<file path="src/rtl/jstk_poll_if.sv">
// jstk_poll_if: bundles the PmodJSTK transactor signals and the game/cursor-side outputs
//   master: led_req, jstk_ss, jstk_dout driven; snd_rec, jstk_din, x/y, buttons, status observed
//   slave : the poll controller side (inverse directions)
interface jstk_poll_if;
    logic [1:0]  led_req;
    logic        jstk_ss;
    logic [39:0] jstk_dout;
    logic        snd_rec;
    logic [7:0]  jstk_din;
    logic [9:0]  x_data;
    logic [9:0]  y_data;
    logic [1:0]  btn_level;
    logic        btn_set;
    logic        btn_rst;
    logic        sample_valid;
    logic        timeout_err;
    modport master (
        output led_req, jstk_ss, jstk_dout,
        input  snd_rec, jstk_din, x_data, y_data, btn_level, btn_set, btn_rst, sample_valid, timeout_err
    );
    modport slave (
        input  led_req, jstk_ss, jstk_dout,
        output snd_rec, jstk_din, x_data, y_data, btn_level, btn_set, btn_rst, sample_valid, timeout_err
    );
endinterface

</file>
<file path="src/rtl/jstk_poll_ctrl.sv">
// jstk_poll_ctrl: handshaked PmodJSTK poll scheduler with frame unpacking and button debounce
//   clk, rst     : 100 MHz clock, asynchronous active-high reset
//   jb.led_req   : requested {LED2,LED1}, copied into jstk_din while idle
//   jb.jstk_ss   : transactor SS monitor (low = transfer in progress)
//   jb.jstk_dout : 40-bit frame, latched when SS returns high
//   jb.snd_rec   : transfer request level (START/XFER)
//   jb.jstk_din  : command byte {6'b100000, led_req}
//   jb.x_data/y_data, btn_level, btn_set/btn_rst pulses, sample_valid pulse, sticky timeout_err
module jstk_poll_ctrl #(
    parameter int POLL_CYCLES = 20_000_000,
    parameter int START_TO    = 1_000,
    parameter int XFER_TO     = 2_000_000,
    parameter int DB_SAMPLES  = 2
) (
    input logic       clk,
    input logic       rst,
    jstk_poll_if.slave jb
);
    localparam int PW = $clog2(POLL_CYCLES) + 1;
    localparam int SW = $clog2(START_TO > XFER_TO ? START_TO : XFER_TO) + 1;
    localparam int DW = $clog2(DB_SAMPLES) + 1;

    typedef enum logic [2:0] {IDLE, START, XFER, CAPTURE, FAIL} state_t;

    state_t               state_q, state_d;
    logic [PW-1:0]        poll_q, poll_d;
    logic [SW-1:0]        to_q, to_d;
    logic [7:0]           din_q, din_d;
    logic [9:0]           x_q, x_d, y_q, y_d;
    logic [1:0]           lvl_q, lvl_d;
    logic [1:0][DW-1:0]   cnt_q, cnt_d;
    logic                 set_q, set_d, brst_q, brst_d, sv_q, sv_d, err_q, err_d;
    logic [1:0]           btn;
    logic                 unused_dout;

    assign btn         = {jb.jstk_dout[2], jb.jstk_dout[1]};
    assign unused_dout = ^{jb.jstk_dout[31:26], jb.jstk_dout[15:10], jb.jstk_dout[7:3], jb.jstk_dout[0]};

    always_comb begin
        state_d = state_q;
        // free-running poll timer keeps the period fixed regardless of transfer length
        poll_d  = (poll_q == '0) ? PW'(POLL_CYCLES - 1) : poll_q - 1'b1;
        to_d    = to_q + 1'b1;
        din_d   = (state_q == IDLE) ? {6'b100000, jb.led_req} : din_q;
        x_d     = x_q;
        y_d     = y_q;
        lvl_d   = lvl_q;
        cnt_d   = cnt_q;
        err_d   = err_q;
        sv_d    = (state_q == CAPTURE);
        case (state_q)
            IDLE: begin
                to_d = '0;
                if (poll_q == '0) state_d = START;
            end
            START: begin
                if (!jb.jstk_ss) begin
                    state_d = XFER;
                    to_d    = '0;
                end else if (to_q == SW'(START_TO - 1)) state_d = FAIL;
            end
            XFER: begin
                if (jb.jstk_ss) state_d = CAPTURE;
                else if (to_q == SW'(XFER_TO - 1)) state_d = FAIL;
            end
            CAPTURE: begin
                state_d = IDLE;
                x_d     = {jb.jstk_dout[9:8], jb.jstk_dout[23:16]};
                y_d     = {jb.jstk_dout[25:24], jb.jstk_dout[39:32]};
                // count consecutive frames disagreeing with the accepted level
                for (int i = 0; i < 2; i++) begin
                    if (btn[i] == lvl_q[i]) cnt_d[i] = '0;
                    else if (cnt_q[i] == DW'(DB_SAMPLES - 1)) begin
                        lvl_d[i] = btn[i];
                        cnt_d[i] = '0;
                    end else cnt_d[i] = cnt_q[i] + 1'b1;
                end
            end
            FAIL: begin
                state_d = IDLE;
                err_d   = 1'b1;
            end
            default: state_d = IDLE;
        endcase
        set_d  = ~lvl_q[0] & lvl_d[0];
        brst_d = ~lvl_q[1] & lvl_d[1];
    end

    always_ff @(posedge clk or posedge rst) begin
        if (rst) begin
            state_q <= IDLE;
            poll_q  <= PW'(POLL_CYCLES - 1);
            to_q    <= '0;
            din_q   <= 8'h80;
            x_q     <= '0;
            y_q     <= '0;
            lvl_q   <= '0;
            cnt_q   <= '0;
            set_q   <= 1'b0;
            brst_q  <= 1'b0;
            sv_q    <= 1'b0;
            err_q   <= 1'b0;
        end else begin
            state_q <= state_d;
            poll_q  <= poll_d;
            to_q    <= to_d;
            din_q   <= din_d;
            x_q     <= x_d;
            y_q     <= y_d;
            lvl_q   <= lvl_d;
            cnt_q   <= cnt_d;
            set_q   <= set_d;
            brst_q  <= brst_d;
            sv_q    <= sv_d;
            err_q   <= err_d;
        end
    end

    assign jb.snd_rec      = (state_q == START) || (state_q == XFER);
    assign jb.jstk_din     = din_q;
    assign jb.x_data       = x_q;
    assign jb.y_data       = y_q;
    assign jb.btn_level    = lvl_q;
    assign jb.btn_set      = set_q;
    assign jb.btn_rst      = brst_q;
    assign jb.sample_valid = sv_q;
    assign jb.timeout_err  = err_q;
endmodule

</file>
<file path="src/flat_wrapper.sv">
// flat-port wrapper written by rule: the top's interface ports become plain ports
module jstk_poll_ctrl_flat 
#(
    parameter int POLL_CYCLES = 20_000_000,
    parameter int START_TO    = 1_000,
    parameter int XFER_TO     = 2_000_000,
    parameter int DB_SAMPLES  = 2
)
  (clk, rst, jb_led_req, jb_jstk_ss, jb_jstk_dout, jb_snd_rec, jb_jstk_din, jb_x_data, jb_y_data, jb_btn_level, jb_btn_set, jb_btn_rst, jb_sample_valid, jb_timeout_err);
  jstk_poll_if jb_i ();
  input logic clk;
  input logic rst;
  input wire logic [$bits(jb_i.led_req)-1:0] jb_led_req;
  input wire logic [$bits(jb_i.jstk_ss)-1:0] jb_jstk_ss;
  input wire logic [$bits(jb_i.jstk_dout)-1:0] jb_jstk_dout;
  output wire logic [$bits(jb_i.snd_rec)-1:0] jb_snd_rec;
  output wire logic [$bits(jb_i.jstk_din)-1:0] jb_jstk_din;
  output wire logic [$bits(jb_i.x_data)-1:0] jb_x_data;
  output wire logic [$bits(jb_i.y_data)-1:0] jb_y_data;
  output wire logic [$bits(jb_i.btn_level)-1:0] jb_btn_level;
  output wire logic [$bits(jb_i.btn_set)-1:0] jb_btn_set;
  output wire logic [$bits(jb_i.btn_rst)-1:0] jb_btn_rst;
  output wire logic [$bits(jb_i.sample_valid)-1:0] jb_sample_valid;
  output wire logic [$bits(jb_i.timeout_err)-1:0] jb_timeout_err;
  assign jb_i.led_req = jb_led_req;
  assign jb_i.jstk_ss = jb_jstk_ss;
  assign jb_i.jstk_dout = jb_jstk_dout;
  assign jb_snd_rec = jb_i.snd_rec;
  assign jb_jstk_din = jb_i.jstk_din;
  assign jb_x_data = jb_i.x_data;
  assign jb_y_data = jb_i.y_data;
  assign jb_btn_level = jb_i.btn_level;
  assign jb_btn_set = jb_i.btn_set;
  assign jb_btn_rst = jb_i.btn_rst;
  assign jb_sample_valid = jb_i.sample_valid;
  assign jb_timeout_err = jb_i.timeout_err;
  jstk_poll_ctrl #(.POLL_CYCLES(POLL_CYCLES), .START_TO(START_TO), .XFER_TO(XFER_TO), .DB_SAMPLES(DB_SAMPLES)) u_core (.clk(clk), .rst(rst), .jb(jb_i));
endmodule
</file>
<file path="config.mk">
export PLATFORM = sky130hd
export DESIGN_NAME = jstk_poll_ctrl_flat
export DESIGN_NICKNAME = d
export VERILOG_FILES = /design/src/rtl/jstk_poll_if.sv /design/src/rtl/jstk_poll_ctrl.sv /design/src/flat_wrapper.sv
export SDC_FILE = /design/constraint.sdc
export NUM_CORES = 1
export LEC_CHECK = 0
export CORE_ASPECT_RATIO = 1.75
export CORE_UTILIZATION = 46
export CTS_CLUSTER_SIZE = 10
export DETAILED_ROUTE_END_ITERATION = 8
export PLACE_DENSITY_LB_ADDON = 0.08
export REMOVE_ABC_BUFFERS = 1
export SKIP_LAST_GASP = 1
export SYNTH_ARGS = -nofsm -noshare
export SYNTH_HDL_FRONTEND = slang
export SYNTH_SLANG_ARGS = --single-unit
</file>
<file path="constraint.sdc">
create_clock -name clk -period 3.38 [get_ports clk]
set_input_delay 0.845 -clock clk [delete_from_list [all_inputs] [get_ports clk]]
set_output_delay 0.845 -clock clk [all_outputs]
set_load 0.02 [all_outputs]
</file>
# Word-level counts from Yosys, hierarchy flattened
# Cells that the tools add are included.
[op_classes] add_sub_neg=4 n_eq_ne=13 muxes=18 bitwise=4 n_reduce_logical=4
[ops] cell="$pmux 22 s2" n=1
[ops] cell="$logic_not 26->1" n=1
[ops] cell="$mux 26" n=1
[ops] cell="$sub 26x1->26 const B" n=1
[ops] cell="$add 22x1->22 const B" n=1
[ops] cell="$eq 22x10->1 const B" n=1
[ops] cell="$eq 22x21->1 const B" n=1
[ops] cell="$mux 22" n=1
[ops] cell="$mux 3" n=5
[ops] cell="$mux 2" n=5
[ops] cell="$pmux 3 s3" n=1
[ops] cell="$eq 3x2->1 const B" n=2
[ops] cell="$ne 3x2->1 const B" n=2
[ops] cell="$add 2x1->2 const B" n=2
[ops] cell="$eq 2x1->1 const B" n=2
[ops] cell="$mux 1" n=4
[ops] cell="$eq 3x1->1 const B" n=1
[ops] cell="$eq 3x3->1 const B" n=1
[ops] cell="$logic_not 3->1" n=1
[ops] cell="$reduce_and 3->1" n=1
[ops] cell="$and 1x1->1" n=2
[ops] cell="$eq 1x1->1" n=2
[ops] cell="$ne 2x1->1 const B" n=1
[ops] cell="$not 1->1" n=2
[ops] cell="$logic_or 1x1->1" n=1
[word_totals] reg_bits=83 output_inout_bits=35 wordCells=56

# Longest topological paths before layout
[depth] ltp_word=5 depth_mapped=7 depth_no_buf=7

# Least setup slack after synthesis
# Ideal clock, no wire load.
[synth_timing] path_kind="register -> register" from="register u_core.poll_q[6]" to="register u_core.poll_q[23]" arrival_time_ns=1.904 required_time_ns=3.255 setup_slack_ns=1.352 path_stages_with_launch=7 cell_sequence="dfstp_2 > or3_1 > clkbuf_1 > nor4_2 > nand3_2 > nor4_2 > mux2_2"
[synth_via] elab_chain_cells=2
[synth_rtl] element="start: declaration" line="jstk_poll_ctrl.sv:26" rtl="logic [PW-1:0] poll_q, poll_d;"
[synth_rtl] element="start signal: assignment" line="jstk_poll_ctrl.sv:92" rtl="poll_q <= PW'(POLL_CYCLES - 1);"
[synth_rtl] element="start signal: assignment" line="jstk_poll_ctrl.sv:105" rtl="poll_q <= poll_d;"
[synth_rtl] element="$sub 26x1->26 or $logic_not 26->1 (tied branches)" line="jstk_poll_ctrl.sv:42" rtl="poll_d = (poll_q == '0) ? PW'(POLL_CYCLES - 1) : poll_q - 1'b1;"
[synth_rtl] element="$mux 26 (*)" line="jstk_poll_ctrl.sv:42"
[synth_rtl] element="named net u_core.poll_d[23]" line="jstk_poll_ctrl.sv:26"
# The timed path passes the listed nets; every way through them passes the cells marked *.
# A chain may end at the register's enable or synchronous reset.

# Final worst setup path
[layout_timing] from="register u_core.state_q[1]" to="output port jb_snd_rec"
[layout_via] elab_chain_cells=2
[layout_rtl] element="start: declaration" line="jstk_poll_ctrl.sv:25" rtl="state_t state_q, state_d;"
[layout_rtl] element="start signal: assignment" line="jstk_poll_ctrl.sv:104" rtl="state_q <= state_d;"
[layout_rtl] element="$eq 3x1->1 or $eq 3x2->1 (tied branches)" line="jstk_poll_ctrl.sv:119" rtl="assign jb.snd_rec = (state_q == START) || (state_q == XFER);"
[layout_rtl] element="$logic_or 1x1->1 (*)" line="jstk_poll_ctrl.sv:119"
[layout_rtl] element="end: declaration" line="flat_wrapper.sv:16" rtl="output wire logic [$bits(jb_i.snd_rec)-1:0] jb_snd_rec;"
# Mark *: on every way between the ends. The rest lies on a longest branch, timed or not.

==> metrics <==
Worst Path Max Fanout 7; Area after DPL 4479 µm²; RSZ-0062 raised after global routing no; Fin Clk Skew 0.006474 ns; crit-path max cell delay 0.63 ns; Max Slew Vio Count 0; outcome finished with violations; Tcrit/Tclk final 0.7871; YS warnings 0; Setup crit end kind output port; Setup Fix Bufs, Post-CTS 0; Core Region 8016 µm²; die height 122.7 µm; Worst Hold End u_core.jb.timeout_err$_DFFE_PP0N_; simple-gate share of the synthesized area 0.2776; syn avg cell area 10.03 µm²; final setup vio count 0; kind of critical path reg2out; vias in the first global route 2827; mux contribution to synthesized area 0.02613; hold buffers post-CTS 0; via count 2824; number of primary I/O pins 80; IO buf count 55; r2r setup slk 1.09 ns; GR Overflow Total 0; clk buf depth 2; Post-Synth Adder-Cell Area 0.006532; total die area 8712 µm²; first-pass GRT wire length 13.28 mm; CTS Root Cell clkbuf_16; Reg-to-Reg Start u_core.poll_q[0]$_DFF_PP1_; worst path required time 2.53 ns; Power, Total 2.037 mW; distinct cell type count after synthesis 49; overall global routing resource usage 0.1966; Worst slew margin 0.3253; DRC errors left 1; H-tree levels 3; Synth-to-Final Area Change 24.04%; final antenna-violating net count 0; std cell rows 43; FF+latch count, synth 83; Initial Util 0.4779; top-area cell type share of the netlist area 0.4442; largest family of logic cells by synthesized area simple AND/OR/NAND/NOR gates; Synth Cell Area 3831 µm²; Syn Inst Count 382; vias per inst 5.269; Worst Hold Depth 1; clk_lat worst skew 0.34 ns; crit-path cells nand2b_1 -> a21oi_1 -> clkdlybuf4s50_1; Hold Startpoint u_core.jb.timeout_err$_DFFE_PP0N_; min Tclk post-route 2.661 ns; Worst Max-Slew Pin Slew 1.004 ns; post-CTS sizing 0; wire per inst 14.40 µm; FF-to-FF path depth 7; TritonCTS Buffers 9; failing checks design-rule violations; max-cap viol count 0; Sink Count 83; top cells by count, synth nand2_1 (80), dfrtp_1 (68), nor2_1 (34); ant diodes 0; antenna violations before repair 0; Arr. time, crit path 1.82 ns; final hold vios 0; leakage power 2.083 nW; PwrDens 428.7 nW/µm²; Compound-Gate Fraction of Synth Area 0.04703; non-filler cells, final 536; Final TNS setup 0 ns; final WL 7.716 mm; Post-synth EDFFs 0; Yosys top cell by area dfrtp_1; CTS tree done; Synth Flop Type dfrtp_1; number of detailed-route iterations in the first pass 7; CP Launch Type flop; Area contributors post-synth dfrtp_1 (44%), dfstp_2 (10%), nand2_1 (7.8%), xor2_1 (4.8%), nor2_1 (3.3%); register area share after synthesis 0.5470; GP Congestion 0.7945; Final Net Count 488; Max Fclk 0.3759 GHz; VDD IR max 0.0002970 V; Die W 70.99 µm; placed cells 520; CTS clock-pin slew for the worst setup and hold paths 0.06 ns; asr flop ratio synth 1.000; worst hold path class reg2reg; largest net degree at the start of global routing 46; most common cell in the netlist nand2_1; finished layout cell area 4752 µm²; XOR/XNOR Fraction of Synth Area 0.06630; post-DP HPWL 5.500 mm; DRT iter0 DRCs 194; R2R Path End u_core.poll_q[23]$_DFF_PP0_; CP max-delay cell clkdlybuf4s50_1; share of layout cells above drive strength 1 0.1256
==> metal layers <==
metal,vias to the layer above,share of wire,track usage
li1,1404,-,-
met1,1376,0.42,0.2326
met2,35,0.54,0.3510
met3,9,0.027,0.03695
met4,0,0.012,0.07500
met5,-,0,0
==> report_power, final <==
group	leakage (nW)	internal, mW	switching [mW]	total (mW)
clock	0.133	0.517	0.383	0.900
combinational	0.899	0.0590	0.0612	0.120
sequential	1.05	1.01	0.00790	1.02
==> sequential cells by signal, summed over array words and instances (netlist names) <==
signal / count
u_core.jb.btn_level: 2
u_core.jb.btn_rst: 1
u_core.jb.sample_valid: 1
u_core.jb.y_data: 10
u_core.jb.timeout_err: 1
u_core.to_q: 22
u_core.jb.x_data: 10
u_core.jb.btn_set: 1
u_core.cnt_q: 4
u_core.poll_q: 26
u_core.state_q: 3
u_core.jb.jstk_din: 2
==> layout make-up <==
cell class,count,area [µm²]
fill,706,3264
clock buffer,12,246.5
clock inverter,4,26.28
sequential,83,2096
multi-input combinational,281,1650
inverter,7,27.53
timing repair buffer,59,593.1
tap,90,112.6
==> placed cells by master, fill, tap and decap left out, types with 7 or more instances in the layout <==
| cell | Yosys | layout |
|---|---|---|
| dfrtp_1 | 68 | 68 |
| nor2_1 | 34 | 34 |
| nand3_1 | 13 | 13 |
| nand2b_1 | 7 | 7 |
| dfstp_2 | 15 | 15 |
| nor3_1 | 19 | 19 |
| nand2_1 | 80 | 80 |
| xnor2_1 | 8 | 8 |
| nand4_1 | 8 | 8 |
| clkbuf_16 | 0 | 9 |
| xor2_1 | 21 | 21 |
| clkdlybuf4s50_1 | 0 | 55 |
==> how the worst max path moves through the flow <==
stage                                        from                          end  slack, ns
floorplan                                     rst  u_core.cnt_q[0]$_DFFE_PP0P_       0.42
global route        u_core.state_q[1]$_DFFE_PP0P_                   jb_snd_rec       0.61
CTS                 u_core.state_q[1]$_DFFE_PP0P_                   jb_snd_rec       0.69
global placement    u_core.state_q[1]$_DFFE_PP0P_                   jb_snd_rec       1.06
finish              u_core.state_q[1]$_DFFE_PP0P_                   jb_snd_rec       0.72
detailed placement  u_core.state_q[1]$_DFFE_PP0P_                   jb_snd_rec       1.08
==> logic make-up (layout without fill, tap and decap cells) <==
| group | Yosys count | count (layout) |
|---|---|---|
| AO/OA/AOI/OAI | 27 | 27 |
| XOR/XNOR | 29 | 29 |
| adder cells (fa/ha/maj) | 2 | 2 |
| buffers and inverters | 22 | 82 |
| flip-flops | 83 | 83 |
| multiplexers | 9 | 9 |
| other | 2 | 6 |
| AND/OR/NAND/NOR | 208 | 208 |
==> through the flow <==
stage          setup slack (ns)  utilization  hold slack, ns
3_5_place_dp              1.076       0.5588          0.4449
4_1_cts                  0.6921       0.5928          0.4588
3_3_place_gp              1.064       0.5588          0.4389
6_report                 0.7195       0.5928          0.4556
5_1_grt                  0.6089       0.5928          0.4963
2_1_floorplan            0.4230            -          0.4330
==> critical path: cells and delay by family (launching register included) <==
kind,cells,cell delay [ns]
buffers and inverters,1,0.63
flip-flops,1,0.44
AND/OR/NAND/NOR,1,0.21
AO/OA/AOI/OAI,1,0.20
(Power assumes the default switching activity.)
